[src/rtl/button_step_gen.sv]
// button_step_gen: debounced push-button to single-cycle step pulses with optional auto-repeat
module button_step_gen #(
    parameter int CNT_W         = 20,
    parameter int DEB_CYCLES    = 20000,
    parameter int HOLD_CYCLES   = 500000,
    parameter int REPEAT_CYCLES = 200000
) (
    input  logic clk,
    input  logic rst_n,
    input  logic btn_raw,
    input  logic repeat_en,
    output logic step_pulse,
    output logic btn_level,
    output logic repeat_active
);
    typedef enum logic [2:0] {IDLE, PRESS_CHK, HELD, RPT, REL_CHK} state_t;

    // The first stable sample is taken in IDLE/HELD, so the check states need DEB_CYCLES-1 more.
    localparam logic [CNT_W-1:0] DEB_LAST  = CNT_W'(DEB_CYCLES > 1 ? DEB_CYCLES - 2 : 0);
    localparam logic [CNT_W-1:0] HOLD_LAST = CNT_W'(HOLD_CYCLES - 1);
    localparam logic [CNT_W-1:0] RPT_LAST  = CNT_W'(REPEAT_CYCLES - 1);
    localparam bit               DEB_ONE   = DEB_CYCLES == 1;

    state_t           state, nxt_state;
    logic [CNT_W-1:0] cnt, nxt_cnt;
    logic             sync1, btn_s;
    logic             nxt_pulse, nxt_level, nxt_rpt;

    // Two-flop synchroniser for the asynchronous button pin
    always_ff @(posedge clk or negedge rst_n) begin
        if (!rst_n) begin
            sync1 <= 1'b0;
            btn_s <= 1'b0;
        end else begin
            sync1 <= btn_raw;
            btn_s <= sync1;
        end
    end

    // Next-state, timer and output decode; release always takes priority over a timer expiry
    always_comb begin
        nxt_state = state;
        nxt_cnt   = cnt + 1'b1;
        nxt_pulse = 1'b0;
        nxt_level = btn_level;
        nxt_rpt   = repeat_active;
        case (state)
            IDLE: begin
                if (btn_s) begin
                    nxt_state = DEB_ONE ? HELD : PRESS_CHK;
                    nxt_pulse = DEB_ONE;
                    nxt_level = DEB_ONE;
                end
            end
            PRESS_CHK: begin
                if (!btn_s) begin
                    nxt_state = IDLE;
                end else if (cnt == DEB_LAST) begin
                    nxt_state = HELD;
                    nxt_pulse = 1'b1;
                    nxt_level = 1'b1;
                end
            end
            HELD: begin
                if (!btn_s) begin
                    nxt_state = DEB_ONE ? IDLE : REL_CHK;
                    nxt_level = !DEB_ONE;
                end else if (!repeat_en) begin
                    nxt_cnt = '0;
                end else if (cnt == HOLD_LAST) begin
                    nxt_state = RPT;
                    nxt_pulse = 1'b1;
                    nxt_rpt   = 1'b1;
                end
            end
            RPT: begin
                if (!btn_s) begin
                    nxt_state = DEB_ONE ? IDLE : REL_CHK;
                    nxt_level = !DEB_ONE;
                    nxt_rpt   = 1'b0;
                end else if (!repeat_en) begin
                    nxt_state = HELD;
                    nxt_rpt   = 1'b0;
                end else if (cnt == RPT_LAST) begin
                    nxt_pulse = 1'b1;
                    nxt_cnt   = '0;
                end
            end
            REL_CHK: begin
                if (btn_s) begin
                    nxt_state = HELD;
                end else if (cnt == DEB_LAST) begin
                    nxt_state = IDLE;
                    nxt_level = 1'b0;
                end
            end
            default: nxt_state = IDLE;
        endcase
        if (nxt_state != state || state == IDLE) nxt_cnt = '0;
    end

    // State, shared timer and registered outputs
    always_ff @(posedge clk or negedge rst_n) begin
        if (!rst_n) begin
            state         <= IDLE;
            cnt           <= '0;
            step_pulse    <= 1'b0;
            btn_level     <= 1'b0;
            repeat_active <= 1'b0;
        end else begin
            state         <= nxt_state;
            cnt           <= nxt_cnt;
            step_pulse    <= nxt_pulse;
            btn_level     <= nxt_level;
            repeat_active <= nxt_rpt;
        end
    end
endmodule

[config.mk]
export PLATFORM = sky130hd
export DESIGN_NAME = button_step_gen
export DESIGN_NICKNAME = d
export VERILOG_FILES = /design/src/rtl/button_step_gen.sv
export SDC_FILE = /design/constraint.sdc
export NUM_CORES = 1
export LEC_CHECK = 0
export CAP_MARGIN = 10
export CORE_ASPECT_RATIO = 0.5
export CORE_UTILIZATION = 30
export CTS_BUF_LIST = sky130_fd_sc_hd__clkbuf_8
export CTS_CLUSTER_SIZE = 24
export DETAILED_ROUTE_END_ITERATION = 8
export PLACE_DENSITY = 0.47
export SYNTH_ARGS = -nofsm -noshare
export SYNTH_HDL_FRONTEND = slang
export SYNTH_SLANG_ARGS = --single-unit
[constraint.sdc]
create_clock -name clk -period 2.3 [get_ports clk]
set_input_delay 0.69 -clock clk [delete_from_list [all_inputs] [get_ports clk]]
set_output_delay 0.69 -clock clk [all_outputs]
set_load 0.02 [all_outputs]
# --- Yosys cells after proc, flatten, opt, wreduce, memory -nomap -nowiden ---
# Cells that the tools add are included.
word_totals:
  ff_bits: 28
  inputBits: 4
  output_inout_bits: 3
  wordCells: 73
classes:
  addsub: 1
  n_eq_ne: 18
  n_mux: 40
  n_reduce_logical: 7
ops:
  columns: ["op", "count"]
  rows:
  - ["2-to-1 mux 20 bit", 6]
  - ["one-hot mux 20 bit (2 select lines)", 1]
  - ["2-to-1 mux 3 bit", 10]
  - ["adder 20 x 1 -> 20 bit, second input constant", 1]
  - ["== test 20 x 15 -> 1 bit, second input constant", 1]
  - ["== test 20 x 18 -> 1 bit, second input constant", 1]
  - ["== test 20 x 19 -> 1 bit, second input constant", 1]
  - ["2-to-1 mux 1 bit", 19]
  - ["inequality test 2 bit, second input constant", 9]
  - ["one-hot mux 3 bit (5 select lines)", 1]
  - ["AND reduction 7 bit", 1]
  - ["== test 3 x 2 -> 1 bit, second input constant", 2]
  - ["AND reduction 5 bit", 1]
  - ["one-hot mux 1 bit (4 select lines)", 1]
  - ["nonzero test 4 bit", 1]
  - ["== test 3 x 1 -> 1 bit, second input constant", 1]
  - ["== test 3 bit, second input constant", 1]
  - ["zero test 3 bit", 1]
  - ["inequality test 3 bit", 1]
  - ["inequality test 3 bit, second input constant", 1]
  - ["one-hot mux 1 bit (3 select lines)", 1]
  - ["one-hot mux 1 bit (2 select lines)", 1]
  - ["nonzero test 2 bit", 1]
  - ["OR reduction 2 bit", 1]
  - ["logical OR 1 bit", 1]

# --- Depth between registers and ports, before layout ---
logic_depth:
  ltp_word: 8
  ltp_mapped: 8
  ltp_nobuf: 7

# --- Least setup slack after synthesis ---
# Ideal clock, no wire load.
synth_path:
  kind: "reg2reg"
  startpoint: "reg cnt[5]"
  endpoint: "reg cnt[10]"
  setup_ns: 0.134
  t_arrival_ns: 2.240
  t_required_ns: 2.166
  path_slack_ns: -0.075
  stages_incl_launch_ff: 7
  n_path_buf: 1
  synth_period_minus_slack_ns: 2.375
  cell_sequence: "dfrtp_1 > or4b_4 > or4_4 > o41a_1 > mux2i_2 > buf_6 > nor3_1"
synth_via:
  elab_chain_len: 8
  elab_cells_between_ends: 21
  cone_classes: "add/sub: 1; eq/ne: 4; mux: 15; reduce/logical: 1"
synth_rtl:
  columns: ["item", "line", "source"]
  rows:
  - ["start, declared", "25", "logic [CNT_W-1:0] cnt, nxt_cnt;"]
  - ["start signal, assigned", "112", "cnt <= nxt_cnt;"]
  - ["parallel branches: the longest is 7 deep, another holds adder 20 x 1 -> 20 bit", null, null]
  - ["2-to-1 mux 20 bit *", "99", "if (nxt_state != state || state == IDLE) nxt_cnt = '0;"]
  - ["named net nxt_cnt[10]", "25", null]
# Mark *: on every way through the listed nets, which the timed path passes.
# A chain may end at the register's enable or synchronous reset.

# --- Worst setup path after layout ---
layout_path:
  startpoint: "reg cnt[7]"
  endpoint: "reg cnt[12]"
# Same word-level chain as after synthesis.

==> results.sh <==
export IMPL_status="complete, but fails checks"
export IMPL_violations="negative setup slack"
export IMPL_antenna_found_initial=0
export IMPL_path_class="reg -> reg"
export IMPL_cts_sinks=28
export IMPL_drcViolationCount=0
export IMPL_die_width_microns=104.5
export IMPL_grt_usage=0.1363
export IMPL_synth_distinct_cells=37
export IMPL_max_vdd_ir_drop_uv=216.1
export IMPL_setup_viol=20
export IMPL_r2r_cells=6
export IMPL_rows=18
export IMPL_cap_violations=0
export IMPL_hold_depth=0
export IMPL_finalCritPeriodShare=1.010
export IMPL_clockBufferDepth=2
export IMPL_hold_path_startpoint="sync1$_DFF_PN0_"
export IMPL_powerDensity_nw_per_um2=434.8
export IMPL_period_needed_ns=2.323
export IMPL_whs_endpoint="btn_s$_DFF_PN0_"
export IMPL_relSlewSlack=0.6197
export IMPL_yosysWarnings=0
export IMPL_cts_tree="done"
export IMPL_reg2reg_from="cnt[7]$_DFF_PN0_"
export IMPL_die_area_sq_um=5562
export IMPL_core_area_sq_um=4977
export IMPL_drtAntennaViolNets=0
export IMPL_crit_path_start_kind="flop"
export IMPL_place_hpwl_microns=2563
export IMPL_grt_max_degree=29
export IMPL_cp_max_fo=20
export IMPL_ys_seq_area_frac=0.4448
export IMPL_drive_gt1_frac=0.1571
export IMPL_via_count=1305
export IMPL_final_util=0.3801
export IMPL_overflow=0
export IMPL_ys_ff_latch=28
export IMPL_finClkSkew_ns=0.002048
export IMPL_synth_fp_nets=175
export IMPL_reg2reg_to="cnt[12]$_DFF_PN0_"
export IMPL_place_ws_ns=-0.2090
export IMPL_grt_pass1_vias=1184
export IMPL_ios=7
export IMPL_final_nets=199
export IMPL_clk_latency_ns=0.27
export IMPL_fill_cells=488
export IMPL_cp_arrival_ns=2.48
export IMPL_root_buffer="clkbuf_8"
export IMPL_cts_htree_levels=1
export IMPL_ctsHoldBuffers=0
export IMPL_end_kind="flop"
export IMPL_rsz0062_at_grt="yes"
export IMPL_cp_required_ns=2.45
export IMPL_finalPower_uw=822.6
export IMPL_finalWirelength_microns=3491
export IMPL_initial_utilization=0.3165
export IMPL_routedWlPerCell_microns=13.38
export IMPL_finalHoldViolCount=0
export IMPL_area_growth_synth_to_final_pct=20.10
export IMPL_worstMarginPinSlew_ns=0.5653
export IMPL_place_congestion=0.7529
export IMPL_die_h_microns=53.24
export IMPL_drt_pass1_iter_count=4
export IMPL_insertedDiodeCount=0
export IMPL_numPortBuffers=6
export IMPL_cts_buffers=3
export IMPL_cts_setup_buffers=0
export IMPL_clkTransAtPathRegs_ns=0.09
export IMPL_slew_viol_final=0
export IMPL_syn_area_per_cell_sq_um=9.321
export IMPL_p_leak_uw=0.0007632
export IMPL_grt_pass1_wl_microns=5802
export IMPL_layout_setup_ws_ns=-0.02319
export IMPL_netlist_area_sq_um=1575
export IMPL_syn_inst=169
export IMPL_vias_per_cell=5.000
export IMPL_max_freq_mhz=430.4
export IMPL_drt_iter0_markers=80
export IMPL_r2r_slack_ns=-0.02
export IMPL_hold_path_class="reg -> reg"
-- cell usage after synthesis --
cell      count  area [sq um]
a22oi_1       1         7.510
o41a_1        1         11.26
a31oi_1       3         18.77
nor4b_1       1         8.760
xnor2_1       9         78.83
nand4_1      12         75.07
mux2i_2       1         13.76
or4_4         1         11.26
nor3b_1       2         15.01
nor3_1       24         120.1
buf_6         2         22.52
nor4_1        4         25.02
nand2b_1      1         6.260
nand3_1      11         55.05
a21oi_1       2         10.01
dfrtp_1      28         700.7
nand2_1      12         45.04
mux2i_1       1         10.01
and4_1        1         8.760
o31a_1        1         8.760
xor2_1        9         78.83
mux2_2        1         11.26
and2_1        1         6.260
buf_4         1         7.510
nor2b_1       2         12.51
and3_1        2         12.51
ha_1          2         25.02
or4b_4        1         13.76
or3_1         1         6.260
a211o_1       2         17.52
inv_1         6         22.52
a31o_2        1         8.760
or4_1         2         15.01
o21a_1        1         7.510
o21ai_0       5         25.02
clkbuf_1      5         18.77
nor2_1        9         33.78
-- cells in the final DEF (no fill, tap or decap), types with 2 or more instances in the layout --
| master | n |
|---|---|
| xnor2_1 | 9 |
| or4_1 | 2 |
| ha_1 | 2 |
| o21ai_0 | 5 |
| dfrtp_1 | 28 |
| nor2_1 | 9 |
| nor3b_1 | 2 |
| a211o_1 | 2 |
| clkdlybuf4s50_1 | 6 |
| inv_1 | 6 |
| nor3_1 | 24 |
| nand2_1 | 12 |
| nand4_1 | 12 |
| clkbuf_8 | 3 |
| a31oi_1 | 3 |
| buf_4 | 20 |
| xor2_1 | 9 |
| a21oi_1 | 2 |
| nor2b_1 | 2 |
| nor4_1 | 3 |
| and3_1 | 2 |
| nand3_1 | 11 |
-- per-layer routing --
metal,up-vias,part of all wire,global-route usage
met5,-,0,0
met2,13,0.43,0.2274
met4,0,0.0040,0.01429
li1,665,-,-
met3,2,0.021,0.02586
met1,625,0.55,0.1904
-- logic make-up after synthesis --
| family | Yosys count | share of synthesized area |
|---|---|---|
| buffers and inverters | 14 | 0.04528 |
| AO/OA/AOI/OAI | 17 | 0.07308 |
| adder cells (fa/ha/maj) | 2 | 0.01588 |
| AND/OR/NAND/NOR | 87 | 0.2986 |
| multiplexers | 3 | 0.02224 |
| flip-flops | 28 | 0.4448 |
| XOR/XNOR | 18 | 0.1001 |
-- final cells by class --
class,count,area [sq um],area share
tap,70,87.58,0.04630
multi-input combinational,127,809.5,0.4279
timing repair buffer,27,230.2,0.1217
clock buffer,3,41.29,0.02183
inverter,6,22.52,0.01190
sequential,28,700.7,0.3704
-- critical path, stage by stage (launching register included) --
cell and delay [ns]:
dfrtp_1 0.39, or4b_4 0.56, or4_4 0.44, o41a_1 0.33
mux2i_2 0.22, buf_12 0.19, nor3_1 0.07
-- timing repair --
action | 4_1_cts | 5_1_grt
resized for setup | 0 | 1
setup endpoints to repair | 20 | 20
endpoints found under the hold margin | 0 | 0
-- worst max path at each step --
stage / from / endpoint / slack (ns) / depth (start not counted)
2_1_floorplan: cnt[7]$_DFF_PN0_ / cnt[10]$_DFF_PN0_ / 0.06 / 6
3_5_place_dp: repeat_en / cnt[12]$_DFF_PN0_ / -0.21 / 8
4_1_cts: cnt[7]$_DFF_PN0_ / cnt[12]$_DFF_PN0_ / -0.03 / 6
6_report: cnt[7]$_DFF_PN0_ / cnt[12]$_DFF_PN0_ / -0.02 / 6
3_3_place_gp: repeat_en / cnt[12]$_DFF_PN0_ / -0.19 / 8
5_1_grt: cnt[7]$_DFF_PN0_ / cnt[11]$_DFF_PN0_ / -0.1 / 6
-- stage by stage --
stage                     cells  hold slack (ns)  setup TNS (ns)  instance area [sq um]
final                       261           0.3659         -0.2693                   1892
after CTS                   261           0.3710         -0.3535                   1886
after global placement      258           0.3383          -3.842                   1844
after floorplan             169           0.3312               0                   1575
after global routing        261           0.3797          -1.709                   1892
after detailed placement    258           0.3491          -4.042                   1844
-- registers in the layout (all words and copies together) (netlist names) --
register and flops:
btn_level 1, btn_s 1, cnt 20, repeat_active 1, state 3, step_pulse 1, sync1 1
-- report_power, final --
| group | internal, uW | total [uW] | switching (uW) | leakage (uW) |
|---|---|---|---|---|
| sequential | 496 | 504 | 7.83 | 0.000378 |
| clock | 117 | 261 | 143 | 0.0000216 |
| combinational | 23.2 | 57.6 | 34.4 | 0.000364 |
| total | 637 | 823 | 185 | 0.000763 |
(Power assumes the default switching activity.)
